<file path="config.mk">
export PLATFORM = sky130hd
export DESIGN_NAME = spectrum_buf_ctrl
export DESIGN_NICKNAME = d
export VERILOG_FILES = /design/src/rtl/spectrum_buf_ctrl.sv
export SDC_FILE = /design/constraint.sdc
export NUM_CORES = 2
export LEC_CHECK = 0
export CORE_ASPECT_RATIO = 1.5
export CORE_UTILIZATION = 35
export CTS_BUF_LIST = sky130_fd_sc_hd__clkbuf_4 sky130_fd_sc_hd__clkbuf_8
export DETAILED_ROUTE_END_ITERATION = 16
export GPL_TIMING_DRIVEN = 0
export PLACE_DENSITY = 0.49
export SETUP_SLACK_MARGIN = 0.15
export SYNTH_ARGS = -nofsm -noshare
export SYNTH_HDL_FRONTEND = slang
export SYNTH_SLANG_ARGS = --single-unit
export TNS_END_PERCENT = 30
</file>
<file path="constraint.sdc">
create_clock -name clk_50m -period 3.02 [get_ports clk_50m]
set_clock_uncertainty 0.1 [all_clocks]
set_input_delay 0.604 -clock clk_50m [delete_from_list [all_inputs] [get_ports clk_50m]]
set_output_delay 0.604 -clock clk_50m [all_outputs]
set_load 0.02 [all_outputs]
</file>
<file path="src/rtl/spectrum_buf_ctrl.sv">
// Ping-pong buffer that captures the first BIN_NUM bins of each FFT frame and
// hands them to the display one bin at a time. Define SPEC_PEAK_HOLD_EN to add bin_peak.
module spectrum_buf_ctrl #(
  parameter int DATA_W      = 16,
  parameter int FFT_LEN     = 128,
  parameter int BIN_NUM     = 64,
  parameter int ADDR_W      = 6,
  parameter int DECAY_SHIFT = 3
) (
  input  logic              clk_50m,
  input  logic              rst_n,
  input  logic [DATA_W-1:0] fft_data,
  input  logic              fft_sop,
  input  logic              fft_eop,
  input  logic              fft_valid,
  input  logic              data_req,
  input  logic              bin_done,
  output logic [DATA_W-1:0] bin_data,
  output logic [ADDR_W-1:0] bin_idx,
  output logic              bin_valid,
  output logic              frame_start,
  output logic              frame_drop,
  output logic              frame_err
`ifdef SPEC_PEAK_HOLD_EN
  ,
  output logic [DATA_W-1:0] bin_peak
`endif
);

  localparam logic [1:0] W_IDLE = 2'd0;
  localparam logic [1:0] W_CAPT = 2'd1;
  localparam logic [1:0] W_SKIP = 2'd2;

  localparam logic [2:0] R_IDLE  = 3'd0;
  localparam logic [2:0] R_WAIT  = 3'd1;
  localparam logic [2:0] R_FETCH = 3'd2;
  localparam logic [2:0] R_OUT   = 3'd3;
  localparam logic [2:0] R_DRAW  = 3'd4;

  localparam logic [1:0] B_FREE    = 2'd0;
  localparam logic [1:0] B_READY   = 2'd1;
  localparam logic [1:0] B_READING = 2'd2;

  localparam logic [ADDR_W-1:0] LAST_IDX = ADDR_W'(BIN_NUM - 1);

  if (BIN_NUM > FFT_LEN || DECAY_SHIFT >= DATA_W || (1 << ADDR_W) < BIN_NUM) begin : g_cfg_check
    $error("spectrum_buf_ctrl: inconsistent BIN_NUM/FFT_LEN/ADDR_W/DECAY_SHIFT");
  end

  logic [1:0]        w_state_q, w_state_d;
  logic              wr_bank_q, wr_bank_d;
  logic [ADDR_W-1:0] wr_cnt_q, wr_cnt_d;
  logic              wr_en, w_start, w_commit, w_demote;
  logic [ADDR_W:0]   wr_addr;
  logic              sop_v, eop_v;

  logic [2:0]        r_state_q, r_state_d;
  logic              rd_bank_q, rd_bank_d;
  logic [ADDR_W-1:0] rd_idx_q, rd_idx_d;
  logic              rd_en, r_claim;

  logic [1:0][1:0]   bank_st_q, bank_st_d;
  logic [DATA_W-1:0] mem_q [2*BIN_NUM];
  logic [DATA_W-1:0] rd_data_q;

  logic [DATA_W-1:0] bin_data_q, bin_data_d;
  logic [ADDR_W-1:0] bin_idx_q, bin_idx_d;
  logic              bin_valid_q, bin_valid_d;
  logic              frame_start_q, frame_start_d;
  logic              frame_drop_q, frame_drop_d;
  logic              frame_err_q, frame_err_d;

  assign sop_v = fft_valid & fft_sop;
  assign eop_v = fft_valid & fft_eop;

  // Writer: the bank being filled stays FREE until its eop commits it to READY.
  always_comb begin
    w_state_d   = w_state_q;
    wr_bank_d   = wr_bank_q;
    wr_cnt_d    = wr_cnt_q;
    wr_en       = 1'b0;
    wr_addr     = {wr_bank_q, wr_cnt_q};
    w_start     = 1'b0;
    w_commit    = 1'b0;
    w_demote    = 1'b0;
    frame_err_d = 1'b0;
    case (w_state_q)
      W_IDLE: begin
        if (sop_v) begin
          w_start = 1'b1;
          if (bank_st_q[0] == B_FREE) begin
            wr_bank_d = 1'b0;
          end else if (bank_st_q[1] == B_FREE) begin
            wr_bank_d = 1'b1;
          end else if (bank_st_q[0] == B_READY) begin
            wr_bank_d = 1'b0;
            w_demote  = 1'b1;
          end else if (bank_st_q[1] == B_READY) begin
            wr_bank_d = 1'b1;
            w_demote  = 1'b1;
          end else begin
            w_start = 1'b0;
          end
          if (w_start) begin
            wr_en     = 1'b1;
            wr_addr   = {wr_bank_d, {ADDR_W{1'b0}}};
            wr_cnt_d  = ADDR_W'(1);
            w_state_d = W_CAPT;
          end
        end
      end
      W_CAPT: begin
        if (sop_v) begin
          frame_err_d = 1'b1;
          wr_en       = 1'b1;
          wr_addr     = {wr_bank_q, {ADDR_W{1'b0}}};
          wr_cnt_d    = ADDR_W'(1);
        end else if (fft_valid) begin
          wr_en    = 1'b1;
          wr_cnt_d = wr_cnt_q + ADDR_W'(1);
          if (wr_cnt_q == LAST_IDX) begin
            if (eop_v) begin
              w_commit  = 1'b1;
              w_state_d = W_IDLE;
            end else begin
              w_state_d = W_SKIP;
            end
          end else if (eop_v) begin
            frame_err_d = 1'b1;
            w_state_d   = W_IDLE;
          end
        end
      end
      W_SKIP: begin
        if (sop_v) begin
          frame_err_d = 1'b1;
          wr_en       = 1'b1;
          wr_addr     = {wr_bank_q, {ADDR_W{1'b0}}};
          wr_cnt_d    = ADDR_W'(1);
          w_state_d   = W_CAPT;
        end else if (eop_v) begin
          w_commit  = 1'b1;
          w_state_d = W_IDLE;
        end
      end
      default: w_state_d = W_IDLE;
    endcase
  end

  // Display handshake: data_req is held until bin_valid; bin_valid pulses once per
  // bin and bin_data/bin_idx hold until the next pulse; bin_done releases the bin.
  always_comb begin
    r_state_d     = r_state_q;
    rd_bank_d     = rd_bank_q;
    rd_idx_d      = rd_idx_q;
    rd_en         = 1'b0;
    r_claim       = 1'b0;
    bin_data_d    = bin_data_q;
    bin_idx_d     = bin_idx_q;
    bin_valid_d   = 1'b0;
    frame_start_d = 1'b0;
    frame_drop_d  = 1'b0;
    bank_st_d     = bank_st_q;
    case (r_state_q)
      R_IDLE: begin
        if (bank_st_q[0] == B_READY || bank_st_q[1] == B_READY) begin
          rd_bank_d            = (bank_st_q[0] != B_READY);
          r_claim              = 1'b1;
          rd_idx_d             = '0;
          frame_start_d        = 1'b1;
          bank_st_d[rd_bank_d] = B_READING;
          r_state_d            = R_WAIT;
        end
      end
      R_WAIT: begin
        if (data_req) begin
          rd_en     = 1'b1;
          r_state_d = R_FETCH;
        end
      end
      R_FETCH: r_state_d = R_OUT;
      R_OUT: begin
        bin_data_d  = rd_data_q;
        bin_idx_d   = rd_idx_q;
        bin_valid_d = 1'b1;
        r_state_d   = R_DRAW;
      end
      R_DRAW: begin
        if (bin_done) begin
          if (rd_idx_q == LAST_IDX) begin
            bank_st_d[rd_bank_q] = B_FREE;
            r_state_d            = R_IDLE;
          end else begin
            rd_idx_d  = rd_idx_q + ADDR_W'(1);
            r_state_d = R_WAIT;
          end
        end
      end
      default: r_state_d = R_IDLE;
    endcase
    if (w_demote) begin
      bank_st_d[wr_bank_d] = B_FREE;
      frame_drop_d         = 1'b1;
    end
    // A READY frame being claimed this very cycle is delivered, not dropped.
    if (w_commit) begin
      bank_st_d[wr_bank_q] = B_READY;
      if (bank_st_q[!wr_bank_q] == B_READY && !r_claim) begin
        bank_st_d[!wr_bank_q] = B_FREE;
        frame_drop_d          = 1'b1;
      end
    end
  end

  always_ff @(posedge clk_50m or negedge rst_n) begin
    if (!rst_n) begin
      w_state_q     <= W_IDLE;
      wr_bank_q     <= 1'b0;
      wr_cnt_q      <= '0;
      r_state_q     <= R_IDLE;
      rd_bank_q     <= 1'b0;
      rd_idx_q      <= '0;
      bank_st_q     <= {B_FREE, B_FREE};
      bin_data_q    <= '0;
      bin_idx_q     <= '0;
      bin_valid_q   <= 1'b0;
      frame_start_q <= 1'b0;
      frame_drop_q  <= 1'b0;
      frame_err_q   <= 1'b0;
    end else begin
      w_state_q     <= w_state_d;
      wr_bank_q     <= wr_bank_d;
      wr_cnt_q      <= wr_cnt_d;
      r_state_q     <= r_state_d;
      rd_bank_q     <= rd_bank_d;
      rd_idx_q      <= rd_idx_d;
      bank_st_q     <= bank_st_d;
      bin_data_q    <= bin_data_d;
      bin_idx_q     <= bin_idx_d;
      bin_valid_q   <= bin_valid_d;
      frame_start_q <= frame_start_d;
      frame_drop_q  <= frame_drop_d;
      frame_err_q   <= frame_err_d;
    end
  end

  always_ff @(posedge clk_50m) begin
    if (wr_en) begin
      mem_q[wr_addr] <= fft_data;
    end
    if (rd_en) begin
      rd_data_q <= mem_q[{rd_bank_q, rd_idx_q}];
    end
  end

  assign bin_data    = bin_data_q;
  assign bin_idx     = bin_idx_q;
  assign bin_valid   = bin_valid_q;
  assign frame_start = frame_start_q;
  assign frame_drop  = frame_drop_q;
  assign frame_err   = frame_err_q;

`ifdef SPEC_PEAK_HOLD_EN
  logic [DATA_W-1:0] peak_q [BIN_NUM];
  logic [DATA_W-1:0] peak_cur, peak_d, bin_peak_q;

  always_comb begin
    peak_cur = peak_q[rd_idx_q];
    if (rd_data_q >= peak_cur) begin
      peak_d = rd_data_q;
    end else begin
      peak_d = peak_cur - (peak_cur >> DECAY_SHIFT);
    end
  end

  // Updated in R_OUT so bin_peak changes on the same edge that raises bin_valid.
  always_ff @(posedge clk_50m or negedge rst_n) begin
    if (!rst_n) begin
      for (int i = 0; i < BIN_NUM; i++) begin
        peak_q[i] <= '0;
      end
      bin_peak_q <= '0;
    end else if (r_state_q == R_OUT) begin
      peak_q[rd_idx_q] <= peak_d;
      bin_peak_q       <= peak_d;
    end
  end

  assign bin_peak = bin_peak_q;
`endif

endmodule

</file>
==> parameters.txt <==
Parameter                              Value

Run status
  Run status    complete, but fails checks
  Failing checks    DRC, capacitance limit, slew limit, setup timing

STA
  Worst slew margin    -7.87%
  Crit path time final    3900 ps
  Final TNS setup    -10080 ps
  Slew at the pin closest to its max-slew limit    1620 ps
  Max-slew violations    12
  Period utilization    129%
  Number of setup violations in the final report    52
  Crit path setup slack, layout    -884 ps
  Maximum clock rate    256 MHz
  Unrepaired setup endpoints after global routing    true
  Hold Vio Cnt, Final    0

Routing
  Drt initial violations    7354
  Wl on met1    120000 um
  Total number of vias    48700
  Via density per instance    6.01
  Detailed-routed wire length on met3    33000 um
  Antenna Nets Post-Route    0
  DR pass1 iterations    13
  Routed wl met2    170000 um
  # DRC    2
  Total wirelength of the detailed-routed design    357000 um
  Routed length per placed instance    44.1 um
  Max layer used    met5

Setup path
  Kind of critical path    flop to flop
  CP max stage cell    sky130_fd_sc_hd__a211oi_4
  Most used cell along the critical path    sky130_fd_sc_hd__clkbuf_2
  Worst stage delay on the critical path    610 ps
  WP data required    3560 ps
  Kind of start point of the critical path    flop
  Largest driver fanout on the critical path    9
  CP cell instances    clkbuf_2 -> clkbuf_2 -> buf_12 -> nand2_2 -> a211oi_4 -> a31oi_1 -> o211ai_1 -> o22ai_2
  Worst Setup End Kind    flop
  Cell class contributing the biggest share of worst-path delay    compound AO/OA/AOI/OAI gates
  Count of buffer and inverter cells on the critical path    3
  Worst Path Arrival    4450 ps

Placed design
  Number of placed instances, taps included    7079
  Quantity of I/O buffers inserted on ports    48
  Final weighted congestion in routability-driven placement    1.00
  HPWL after DPL    230000 um
  Pre-CTS WS    -3500 ps

Synthesis
  Proportion of synthesized chip area in sequential cells    77.1%
  Most used DFF post-synth    sky130_fd_sc_hd__edfxtp_1
  Synthesized area divided by synthesized cell count    21.3 um^2
  Post-synthesis cell count    3851
  Warnings, synthesis    0
  Number of register bits inferred by synthesis    2113
  Cell area after synthesis    82000 um^2
  Async S/R FF share, synth    2.32%
  Count of unique library cells instantiated by Yosys    70
  Mapped Nets    3880
  EDFF count, synth    2064

Final layout
  Proportion of layout cells with a drive suffix above 1    41.2%
  Nets@finish    4805
  Leading cell types in the layout, fill and taps excluded    sky130_fd_sc_hd__edfxtp_1 (2064), sky130_fd_sc_hd__mux4_2 (497), sky130_fd_sc_hd__clkbuf_8 (333), sky130_fd_sc_hd__buf_4 (311), sky130_fd_sc_hd__nand2_1 (185)
  Non-Filler Instances    8094
  Most frequent standard cell in the layout excluding fill and tap cells    sky130_fd_sc_hd__edfxtp_1
  Area added between synthesis and finish    26.8%

Power and ir drop
  Static leakage    0.0347 uW
  Power density over the cells    538 nW/um^2
  Max VDD drop    0.356 mV

Clock network
  Root cell of the clock tree    sky130_fd_sc_hd__clkbuf_8
  Clock Pin Slew Worst Setup and Hold Paths    70 ps
  Clock tree sinks    2113
  CTS tree    yes
  Maximum level of the CTS H-tree    5
  Number of buffers created by CTS    320
  Buffer levels on the longest clock path    4
  Worst-skew pair later-pin latency    980 ps

Global route
  Number of antenna violations at the first check in global routing    21
  Pin count of the biggest net entering global routing    97
  First-pass GRT wire length    454000 um
  Gr ovfl total    0
  Combined global-route utilization of all metal layers    29.6%
  Vias in the first global route    46500

Job
  Max-cap violations    1

Floorplan
  Width of the die    397 um
  Full die area    236000 um^2
  FP Rows    217
  IO Pins    49
  Starting Density    35.2%
  Placeable core region    233000 um^2
  Height of the die    595 um

Worst hold path
  Classification of the worst-slack hold path    primary input to asynchronous set/reset pin
==> synth_stat cells, drive strengths merged, types with 28 or more instances <==
cell / instances / area share (%)
a21oi: 47 / 0.29
a22oi: 35 / 0.32
buf: 129 / 1.3
clkbuf: 86 / 0.39
dfrtp: 49 / 1.5
edfxtp: 2064 / 76
mux2i: 147 / 1.8
mux4: 497 / 14
nand2: 196 / 0.90
nand3: 33 / 0.20
nor2: 183 / 0.84
o21ai: 52 / 0.32
o221ai: 28 / 0.30
o22ai: 39 / 0.30
==> area by class of cell <==
class	instances	area, um^2
fill	19900	129000
sequential	2113	63200
multi-input combinational	1508	19800
timing repair buffer	605	7610
clock buffer	430	5290
tap	3066	3840
buffer	213	3470
clock inverter	132	632
inverter	15	75.1
antenna	12	30.0
==> where the power goes <==
part | total (uW) | internal (uW) | switching (uW)
registers | 32200 | 32200 | 0
logic | 654 | 97.5 | 557
clock network | 23100 | 11500 | 11600
total | 55900 | 43800 | 12100
==> layer usage <==
metal,GRT usage [%],vias to the layer above
li1,-,18100
met1,34.7,26300
met2,47.8,3318
met3,6.08,961
met4,22.4,4
met5,0,-
==> final timing paths <==
check                              start       endpoint  slack [ps]  cells after the start
min in group clk_50m         fft_data[7]   mem_q[45][7]          90                      1
max in group asynchronous          rst_n     bin_idx[2]        1600                      3
setup reg to reg             rd_idx_q[3]  rd_data_q[12]        -880                      8
hold / removal                     rst_n    rd_idx_q[4]          70                      3
setup / recovery             rd_idx_q[3]  rd_data_q[12]        -880                      8
hold reg to reg            rd_data_q[13]   bin_data[13]         350                      2
==> sequential cells by signal, summed over array words and instances (netlist names), 2 cells and up <==
name,flops
bin_data,16
rd_idx_q,6
w_state_q,2
mem_q,2048
wr_cnt_q,6
rd_data_q,16
bin_idx,6
bank_st_q,4
r_state_q,3
==> worst min-delay path: stages <==
cell and delay (ps):
sky130_fd_sc_hd__dlygate4sd3_1 520, sky130_fd_sc_hd__buf_2 160, sky130_fd_sc_hd__buf_12 250
==> through the flow <==
| stage | util [%] | total power [uW] | hold WS (ps) | instance area, um^2 |
|---|---|---|---|---|
| 2_1_floorplan | - | 32800 | 208 | 82100 |
| 5_1_grt | 44.6 | 57200 | 63.1 | 104000 |
| 6_report | 44.6 | 55900 | 73.1 | 104000 |
| 3_3_place_gp | 37.1 | 33500 | 343 | 86400 |
| 3_5_place_dp | 38.3 | 33400 | 334 | 89200 |
| 4_1_cts | 43.3 | 56000 | 38.1 | 101000 |
==> what timing repair did <==
action                                  4_1_cts  5_1_grt
pin swaps                                    93       87
setup buffers                               254      164
cloned                                        1       11
hold buffers                                 13        0
endpoints found under the setup margin     2081     2035
endpoints found under the hold margin       330        0
gates resized for setup                     677      290
==> cell families after synthesis <==
group / count (synthesis) / synth area share [%]
AO/OA/AOI/OAI: 322 / 2.70
AND/OR/NAND/NOR: 519 / 2.75
XOR/XNOR: 4 / 0.0427
adder cells (fa/ha/maj): 6 / 0.0915
buffers and inverters: 230 / 1.74
multiplexers: 657 / 15.6
flip-flops: 2113 / 77.1
Power figures use the tool's default switching activity.
